<file path="src/rtl/stack_calc_core.sv">
// rtl/stack_calc_core.sv - parametrised stack calculator core with valid/ready opcode intake
module stack_calc_core #(
  parameter  int WIDTH = 8,
  parameter  int DEPTH = 8,
  localparam int CNT_W = $clog2(DEPTH + 1)
) (
  input  logic               clk,
  input  logic               rst,
  input  logic               op_valid,
  output logic               op_ready,
  input  logic [3:0]         op_code,
  input  logic [WIDTH-1:0]   op_arg,
  output logic [WIDTH-1:0]   top,
  output logic [WIDTH-1:0]   second,
  output logic [CNT_W-1:0]   depth,
  output logic [2*WIDTH-1:0] out_reg,
  output logic               carry,
  output logic               overflow,
  output logic               underflow
);

  localparam int IDX_W = $clog2(DEPTH);
  localparam logic [CNT_W-1:0] DEPTH_C = CNT_W'(DEPTH);

  localparam logic [3:0] OP_PUSH = 4'h1, OP_POP = 4'h2, OP_OUTL = 4'h3, OP_OUTH = 4'h4;
  localparam logic [3:0] OP_SWAP = 4'h5, OP_DUP = 4'h6, OP_OVER = 4'h7, OP_ADD = 4'h8;
  localparam logic [3:0] OP_ADDC = 4'h9, OP_SUB = 4'hA, OP_AND = 4'hB, OP_OR = 4'hC;
  localparam logic [3:0] OP_XOR = 4'hD, OP_MULT = 4'hE, OP_CLFL = 4'hF;

  typedef enum logic [1:0] {S_IDLE, S_EXEC, S_PUSH_HI} state_t;

  state_t              state_q, state_d;
  logic                op_ready_q, op_ready_d;
  logic [CNT_W-1:0]    depth_q, depth_d;
  logic [2*WIDTH-1:0]  out_q, out_d;
  logic                carry_q, carry_d;
  logic                ovf_q, ovf_d;
  logic                unf_q, unf_d;
  logic [3:0]          opc_q, opc_d;
  logic [WIDTH-1:0]    arg_q, arg_d;
  logic [WIDTH-1:0]    hi_q, hi_d;

  logic [WIDTH-1:0]    mem [DEPTH];
  logic [IDX_W-1:0]    idx_push, idx_top, idx_sec;
  logic [WIDTH-1:0]    top_raw, sec_raw;
  logic [WIDTH:0]      sum_w, diff_w;
  logic [2*WIDTH-1:0]  prod_w;
  logic [CNT_W-1:0]    need;
  logic                grow;
  logic                wr0_en, wr1_en;
  logic [IDX_W-1:0]    wr0_idx, wr1_idx;
  logic [WIDTH-1:0]    wr0_data, wr1_data;

  // Depth never exceeds 2^IDX_W, so modular index arithmetic yields sp-1 / sp-2 directly.
  assign idx_push = depth_q[IDX_W-1:0];
  assign idx_top  = depth_q[IDX_W-1:0] - IDX_W'(1);
  assign idx_sec  = depth_q[IDX_W-1:0] - IDX_W'(2);
  assign top_raw  = mem[idx_top];
  assign sec_raw  = mem[idx_sec];

  assign sum_w  = {1'b0, sec_raw} + {1'b0, top_raw} + {{WIDTH{1'b0}}, (opc_q == OP_ADDC) & carry_q};
  assign diff_w = {1'b0, sec_raw} - {1'b0, top_raw};
  assign prod_w = {{WIDTH{1'b0}}, sec_raw} * {{WIDTH{1'b0}}, top_raw};

  assign op_ready  = op_ready_q;
  assign depth     = depth_q;
  assign out_reg   = out_q;
  assign carry     = carry_q;
  assign overflow  = ovf_q;
  assign underflow = unf_q;
  assign top       = (depth_q != '0) ? top_raw : '0;
  assign second    = (depth_q >= CNT_W'(2)) ? sec_raw : '0;

  // Operand requirement and whether the opcode grows the stack, for the pre-write error checks.
  always_comb begin
    need = '0;
    grow = 1'b0;
    case (opc_q)
      OP_PUSH:                   grow = 1'b1;
      OP_POP, OP_OUTL, OP_OUTH:  need = CNT_W'(1);
      OP_DUP:  begin need = CNT_W'(1); grow = 1'b1; end
      OP_OVER: begin need = CNT_W'(2); grow = 1'b1; end
      OP_SWAP, OP_ADD, OP_ADDC, OP_SUB, OP_AND, OP_OR, OP_XOR, OP_MULT: need = CNT_W'(2);
      default: need = '0;
    endcase
  end

  // Next-state, datapath and stack-write selection for the accept/execute/push-high sequence.
  always_comb begin
    state_d    = state_q;
    op_ready_d = op_ready_q;
    depth_d    = depth_q;
    out_d      = out_q;
    carry_d    = carry_q;
    ovf_d      = ovf_q;
    unf_d      = unf_q;
    opc_d      = opc_q;
    arg_d      = arg_q;
    hi_d       = hi_q;
    wr0_en     = 1'b0;
    wr0_idx    = idx_push;
    wr0_data   = '0;
    wr1_en     = 1'b0;
    wr1_idx    = idx_sec;
    wr1_data   = '0;
    case (state_q)
      S_IDLE: begin
        if (op_valid && op_ready_q) begin
          opc_d      = op_code;
          arg_d      = op_arg;
          state_d    = S_EXEC;
          op_ready_d = 1'b0;
        end
      end
      S_EXEC: begin
        state_d    = S_IDLE;
        op_ready_d = 1'b1;
        if (depth_q < need) begin
          unf_d = 1'b1;
        end else if (grow && depth_q == DEPTH_C) begin
          ovf_d = 1'b1;
        end else begin
          case (opc_q)
            OP_PUSH: begin wr0_en = 1'b1; wr0_data = arg_q; depth_d = depth_q + CNT_W'(1); end
            OP_POP:  depth_d = depth_q - CNT_W'(1);
            OP_OUTL: out_d[WIDTH-1:0] = top_raw;
            OP_OUTH: out_d[2*WIDTH-1:WIDTH] = top_raw;
            OP_SWAP: begin
              wr0_en = 1'b1; wr0_idx = idx_top; wr0_data = sec_raw;
              wr1_en = 1'b1; wr1_idx = idx_sec; wr1_data = top_raw;
            end
            OP_DUP:  begin wr0_en = 1'b1; wr0_data = top_raw; depth_d = depth_q + CNT_W'(1); end
            OP_OVER: begin wr0_en = 1'b1; wr0_data = sec_raw; depth_d = depth_q + CNT_W'(1); end
            OP_ADD, OP_ADDC: begin
              wr0_en = 1'b1; wr0_idx = idx_sec; wr0_data = sum_w[WIDTH-1:0];
              carry_d = sum_w[WIDTH]; depth_d = depth_q - CNT_W'(1);
            end
            OP_SUB: begin
              wr0_en = 1'b1; wr0_idx = idx_sec; wr0_data = diff_w[WIDTH-1:0];
              carry_d = diff_w[WIDTH]; depth_d = depth_q - CNT_W'(1);
            end
            OP_AND, OP_OR, OP_XOR: begin
              wr0_en = 1'b1; wr0_idx = idx_sec; depth_d = depth_q - CNT_W'(1);
              wr0_data = (opc_q == OP_AND) ? (sec_raw & top_raw) :
                         (opc_q == OP_OR)  ? (sec_raw | top_raw) : (sec_raw ^ top_raw);
            end
            OP_MULT: begin
              wr0_en = 1'b1; wr0_idx = idx_sec; wr0_data = prod_w[WIDTH-1:0];
              hi_d = prod_w[2*WIDTH-1:WIDTH]; depth_d = depth_q - CNT_W'(1);
              state_d = S_PUSH_HI; op_ready_d = 1'b0;
            end
            OP_CLFL: begin carry_d = 1'b0; ovf_d = 1'b0; unf_d = 1'b0; end
            default: ;
          endcase
        end
      end
      S_PUSH_HI: begin
        wr0_en     = 1'b1;
        wr0_data   = hi_q;
        depth_d    = depth_q + CNT_W'(1);
        state_d    = S_IDLE;
        op_ready_d = 1'b1;
      end
      default: begin
        state_d    = S_IDLE;
        op_ready_d = 1'b1;
      end
    endcase
  end

  // Control, flag and latch registers; reset abandons any in-flight operation.
  always_ff @(posedge clk or posedge rst) begin
    if (rst) begin
      state_q    <= S_IDLE;
      op_ready_q <= 1'b1;
      depth_q    <= '0;
      out_q      <= '0;
      carry_q    <= 1'b0;
      ovf_q      <= 1'b0;
      unf_q      <= 1'b0;
      opc_q      <= '0;
      arg_q      <= '0;
      hi_q       <= '0;
    end else begin
      state_q    <= state_d;
      op_ready_q <= op_ready_d;
      depth_q    <= depth_d;
      out_q      <= out_d;
      carry_q    <= carry_d;
      ovf_q      <= ovf_d;
      unf_q      <= unf_d;
      opc_q      <= opc_d;
      arg_q      <= arg_d;
      hi_q       <= hi_d;
    end
  end

  // Stack array: no reset, contents beyond depth are masked; two ports for SWAP.
  always_ff @(posedge clk) begin
    if (!rst && wr0_en) mem[wr0_idx] <= wr0_data;
    if (!rst && wr1_en) mem[wr1_idx] <= wr1_data;
  end

endmodule

</file>
<file path="config.mk">
export PLATFORM = sky130hd
export DESIGN_NAME = stack_calc_core
export DESIGN_NICKNAME = d
export VERILOG_FILES = /design/src/rtl/stack_calc_core.sv
export SDC_FILE = /design/constraint.sdc
export NUM_CORES = 1
export LEC_CHECK = 0
export CAP_MARGIN = 20
export CORE_AREA = 2 2 128 143
export CTS_CLUSTER_SIZE = 40
export DETAILED_ROUTE_END_ITERATION = 12
export DIE_AREA = 0 0 130 145
export HOLD_SLACK_MARGIN = 0.12
export MAX_ROUTING_LAYER = met4
export PLACE_DENSITY = 0.74
export SETUP_SLACK_MARGIN = 0.3
export SKIP_CTS_REPAIR_TIMING = 1
export SYNTH_ARGS = -nofsm -noshare
export SYNTH_HDL_FRONTEND = slang
export SYNTH_SLANG_ARGS = --single-unit
</file>
<file path="constraint.sdc">
create_clock -name clk -period 16.8 [get_ports clk]
set_input_delay 4.2 -clock clk [delete_from_list [all_inputs] [get_ports clk]]
set_output_delay 4.2 -clock clk [all_outputs]
set_load 0.005 [all_outputs]
</file>
==> results of run 1 <==
## metal layers
metal / vias up / GRT usage, % / share of wire (%)
li1: 3505 / - / -
met1: 3812 / 40.3 / 39
met2: 443 / 49.0 / 48
met3: 90 / 4.61 / 7.6
met4: 0 / 15.8 / 4.9
met5: - / - / 0
## critical path, stage by stage, from the launching register on
cell and delay (ns):
dfrtp_2 0.34, buf_4 0.45, inv_2 0.22, ha_1 0.69, buf_4 0.31, mux4_2 0.54, mux2i_2 0.16, buf_4 0.31
nor2_1 0.08, clkdlybuf4s50_1 0.45
## stage by stage
stage,utilization (%),worst slack [ns]
final,60.9,8.65
after global routing,60.9,8.46
after CTS,60.7,8.65
after detailed placement,59.0,9.05
after global placement,59.0,9.12
after floorplan,-,9.42
## Yosys cell counts, types with 3 or more instances
master	count
o31ai_1	3
fa_1	39
buf_1	4
a211oi_1	9
clkbuf_1	26
xnor2_1	10
and2_1	5
or3_1	4
nor3_1	5
nand3b_1	3
dfrtp_1	45
a22oi_1	4
nand3_1	16
mux2i_2	3
a22o_1	5
o21ai_1	19
nor2_1	112
inv_2	6
o21bai_1	3
mux2i_1	47
a21o_1	6
nand2_2	4
mux2_2	14
o2111ai_1	3
nor2b_1	6
mux4_2	32
inv_1	88
and3_1	3
xor2_1	11
o22ai_1	16
nand4_1	3
nand2_1	115
a21oi_1	58
o21ai_0	37
ha_1	72
buf_2	19
o221ai_1	5
nor3b_1	3
nand2b_1	8
edfxtp_1	64
## layout by cell type, fill, tap and decap left out, drive strengths merged, types with 10 or more instances in the layout
cell type,instances
mux2,14
dfrtp,45
xnor2,10
nor2,112
mux4,32
xor2,12
o21ai,57
a21oi,58
nand3,16
mux2i,52
fa,39
buf,13
edfxtp,64
clkbuf,11
ha,72
inv,97
nand2,119
o22ai,16
clkdlybuf4s50,54
## how the worst min path moves through the flow
stage | startpoint | endpoint
3_5_place_dp | out_reg[8]$_DFFE_PP0P_ | out_reg[8]$_DFFE_PP0P_
6_report | out_reg[0]$_DFFE_PP0P_ | out_reg[0]$_DFFE_PP0P_
3_3_place_gp | out_reg[3]$_DFFE_PP0P_ | out_reg[3]$_DFFE_PP0P_
2_1_floorplan | hi_q[1]$_DFFE_PP0P_ | hi_q[1]$_DFFE_PP0P_
5_1_grt | out_reg[6]$_DFFE_PP0P_ | out_reg[6]$_DFFE_PP0P_
4_1_cts | out_reg[0]$_DFFE_PP0P_ | out_reg[0]$_DFFE_PP0P_
## kinds of logic after synthesis
logic type                 Yosys count
adders and majority gates          111
DFF                                110
buffers and inverters              146
AOI/OAI and AO/OA                  196
muxes                               98
and+or+nand+nor                    297
xor gates and xnor gates            22
## layout make-up
| class | count | area (um^2) | area share, % |
|---|---|---|---|
| Timing Repair Buffer | 68 | 656 | 6.18 |
| Tap cell | 238 | 298 | 2.81 |
| Multi-Input combinational cell | 724 | 5920 | 55.8 |
| Clock inverter | 6 | 58.8 | 0.554 |
| Inverter | 94 | 353 | 3.33 |
| Clock buffer | 10 | 250 | 2.36 |
| Sequential cell | 110 | 3080 | 29.0 |
==> flow_metrics.env, run 1 <==
export IMPL_grt_overflow=0
export IMPL_rows=51
export IMPL_cts_tree="built"
export IMPL_synth_cells=980
export IMPL_first_pass_iters=6
export IMPL_start_util_pct=55.0
export IMPL_crit_end="top[1]"
export IMPL_synthAdderAreaFrac_pct=17.6
export IMPL_synth_compound_area_share_pct=13.2
export IMPL_timing_rr_end="hi_q[6]$_DFFE_PP0P_"
export IMPL_dp_hpwl_um=20800
export IMPL_synth_top_area_share_pct=20.1
export IMPL_synth_cell_types=76
export IMPL_placedInstanceArea_um2=10300
export IMPL_netlist_area_um2=9570
export IMPL_async_flop_share_pct=41.8
export IMPL_synth_seq_area_share_pct=32.1
export IMPL_r2r_start="depth[0]$_DFFE_PP0P_"
export IMPL_ys_ff_latch=110
export IMPL_reg2reg_depth=23
export IMPL_die_width_um=130
export IMPL_place_congestion=0.944
export IMPL_final_area_um2=10600
export IMPL_rsz0062_at_grt="false"
export IMPL_diodes=0
export IMPL_wl_per_cell_um=22.5
export IMPL_yosys_area_top_type="edfxtp_1"
export IMPL_ioPinCount=55
export IMPL_reg2reg_slack_ns=9.43
export IMPL_drc=0
export IMPL_drtIter0Drc=817
export IMPL_dominantRegCellSynth="edfxtp_1"
export IMPL_clk_path_buf_depth=2
export IMPL_required_ns=12.60
export IMPL_grt_pass1_vias=7653
export IMPL_drive_above_1_share_pct=10.7
export IMPL_status="completed"
export IMPL_clkTransAtPathRegs_ns=0.08
export IMPL_synth_simple_area_share_pct=13.8
export IMPL_wirelength_um=28100
export IMPL_path_class="reg2out"
export IMPL_clock_sinks=110
export IMPL_cts_buffers=9
export IMPL_worstPathMaxFanout=35
export IMPL_endpoint_kind="output pin"
export IMPL_synth_top_family_by_area="adder cells"
export IMPL_largest_reg_flops=64
export IMPL_netlist_top_cells_area="edfxtp_1, dfrtp_1, ha_1"
export IMPL_hold_depth=2
export IMPL_hold_viol_final=0
export IMPL_die_area_um2=18900
export IMPL_relSlewSlack_pct=19.9
export IMPL_synth_xor_area_share_pct=2.21
export IMPL_fmax_mhz=123
export IMPL_cts_root_buf="clkbuf_16"
export IMPL_vias_per_cell=6.28
export IMPL_setup_viol=0
export IMPL_fin_crit_ns=8.15
export IMPL_post_route_period_util_pct=48.5
export IMPL_clock_latency_ns=0.37
export IMPL_finalNonFillerCells=1250
export IMPL_hold_class="reg2reg"
export IMPL_crit_start="depth[0]$_DFFE_PP0P_"
export IMPL_synth_nets=1106
export IMPL_grt_pass1_wl_um=43100
export IMPL_ys_warn_count=0
export IMPL_fillers=1501
export IMPL_io_buffer_count=54
export IMPL_drv_slew=0
export IMPL_fp_dieH_um=145
export IMPL_dr_total_vias=7850
export IMPL_synth_area_per_cell_um2=9.77
export IMPL_area_growth_pct=10.8
export IMPL_synthMuxAreaShare_pct=15.0
export IMPL_synth_edf_count=64
export IMPL_placed_cells=1232
export IMPL_fin_hold_ws_ns=0.482
export IMPL_cap_violations=0
export IMPL_antenna_found_initial=0
export IMPL_htree_levels=3
export IMPL_core_area_um2=17400
export IMPL_cp_data_arrival_time_ns=3.95
export IMPL_fin_skew_ns=0.0144
export IMPL_grt_usage_pct=31.5
export IMPL_startpoint_type="register"
export IMPL_grt_max_degree=47
export IMPL_ant_nets=0
export IMPL_worst_slew_pin_slew_ns=1.19
export IMPL_layout_nets=1133
export IMPL_tns_ns=0
Power of run 1 is left out: the tool's default activity adds up to more than one toggle a clock period on the data nets, which glitch-free logic cannot reach.
==> run 2: changes to the inputs <==
==> constraint.sdc (replaced) <==
create_clock -name clk -period 8 [get_ports clk]
set_input_delay 2 -clock clk [delete_from_list [all_inputs] [get_ports clk]]
set_output_delay 2 -clock clk [all_outputs]
set_load 0.005 [all_outputs]
==> flow_metrics.env, run 2 (synthesized netlist as in run 1, its figures left out) <==
export IMPL_hold_class="reg2reg"
export IMPL_fin_skew_ns=0.0133
export IMPL_rows=51
export IMPL_fin_crit_ns=7.01
export IMPL_endpoint_kind="register"
export IMPL_drtIter0Drc=903
export IMPL_start_util_pct=55.0
export IMPL_ant_nets=0
export IMPL_dp_hpwl_um=20900
export IMPL_grt_pass1_wl_um=45300
export IMPL_drc=0
export IMPL_grt_usage_pct=32.9
export IMPL_clk_path_buf_depth=2
export IMPL_wirelength_um=29100
export IMPL_die_area_um2=18900
export IMPL_path_cells="inv_1, ha_1, mux4_2, nand2_1, and2_1, inv_1, ha_1, inv_1, fa_1, inv_1, fa_1, fa_1, fa_1, ha_1, a21oi_1, o2bb2ai_1, a21o_1, and3_1, a31oi_1, xor2_1, o21ai_1"
export IMPL_io_buffer_count=54
export IMPL_antenna_found_initial=0
export IMPL_required_ns=8.22
export IMPL_path_class="reg2reg"
export IMPL_largest_reg_flops=64
export IMPL_grt_max_degree=47
export IMPL_final_area_um2=10700
export IMPL_fp_dieH_um=145
export IMPL_top_layer="met4"
export IMPL_area_growth_pct=11.5
export IMPL_finalNonFillerCells=1261
export IMPL_setup_viol=0
export IMPL_grt_pass1_vias=7970
export IMPL_cp_data_arrival_time_ns=7.23
export IMPL_vias_per_cell=6.32
export IMPL_htree_levels=3
export IMPL_drv_slew=0
export IMPL_worstPathMaxFanout=13
export IMPL_hold_viol_final=0
export IMPL_layout_common_cells="nand2_1, nor2_1, inv_1, ha_1, edfxtp_1"
export IMPL_fmax_mhz=143
export IMPL_clock_latency_ns=0.37
export IMPL_placed_cells=1242
export IMPL_wl_met3_um=2750
export IMPL_wl_per_cell_um=23.1
export IMPL_ioPinCount=55
export IMPL_slowest_stage="ha_1"
export IMPL_cts_root_buf="clkbuf_16"
export IMPL_dr_wl_met2_um=13000
export IMPL_die_width_um=130
export IMPL_place_ws_ns=1.10
export IMPL_clkTransAtPathRegs_ns=0.09
export IMPL_diodes=0
export IMPL_first_pass_iters=5
export IMPL_critical_path_top_delay_family="adder cells"
export IMPL_cap_violations=0
export IMPL_drive_above_1_share_pct=11.6
export IMPL_core_area_um2=17400
export IMPL_m1WireLength_um=11400
export IMPL_crit_buf_inv=4
export IMPL_cts_buffers=9
export IMPL_startpoint_type="register"
export IMPL_worst_slew_pin_slew_ns=1.10
export IMPL_rsz0062_at_grt="false"
export IMPL_setup_slack_ns=0.987
export IMPL_post_route_period_util_pct=87.7
export IMPL_dr_total_vias=7969
export IMPL_layout_nets=1144
export IMPL_cts_tree="built"
export IMPL_slowest_delay_ns=0.80
export IMPL_place_congestion=0.986
export IMPL_relSlewSlack_pct=25.9
export IMPL_grt_overflow=0
export IMPL_clock_sinks=110
export IMPL_tns_ns=0
export IMPL_placedInstanceArea_um2=10300
export IMPL_layout_commonest_cell="nand2_1"
export IMPL_status="completed"
-- run 2: worst paths after layout --
path / from / to / slack [ns] / depth (start not counted)
max: depth[2]$_DFFE_PP0P_ / hi_q[6]$_DFFE_PP0P_ / 0.99 / 21
min: out_reg[8]$_DFFE_PP0P_ / out_reg[8]$_DFFE_PP0P_ / 0.48 / 2
max reg2reg: depth[2]$_DFFE_PP0P_ / hi_q[6]$_DFFE_PP0P_ / 0.99 / 21
min reg2reg: out_reg[8]$_DFFE_PP0P_ / out_reg[8]$_DFFE_PP0P_ / 0.48 / 2
max in group asynchronous: rst / op_ready$_DFFE_PP1P_ / 5.26 / 3
min in group asynchronous: rst / out_reg[1]$_DFFE_PP0P_ / 2.16 / 2
-- run 2: area by class of cell --
cell class	instances	area [um^2]
clock buffers	10	230
clock inverters	6	62.6
fillers	1455	6750
inverters	94	353
multi-input cells	724	5920
flip-flops and latches	110	3080
well taps	238	298
repair buffers	79	741
-- run 2: per-layer routing --
| layer | global-route usage [%] | up-vias |
|---|---|---|
| met1 | 43.6 | 3832 |
| li1 | - | 3524 |
| met4 | 18.6 | 0 |
| met2 | 47.3 | 472 |
| met3 | 6.42 | 141 |
| met5 | - | - |
-- run 2: tightest hold or removal path, stage by stage (launching register included) --
cell and delay (ns):
dfrtp_1 0.35, nand2_1 0.04, o21ai_0 0.06
-- run 2: stage by stage --
stage	hold WS [ns]	utilization, %
floorplan	0.450	-
global placement	0.461	59.3
detailed placement	0.469	59.4
CTS	0.486	61.1
global route	0.508	61.3
finish	0.481	61.3
Power of run 2 is left out for the same reason.
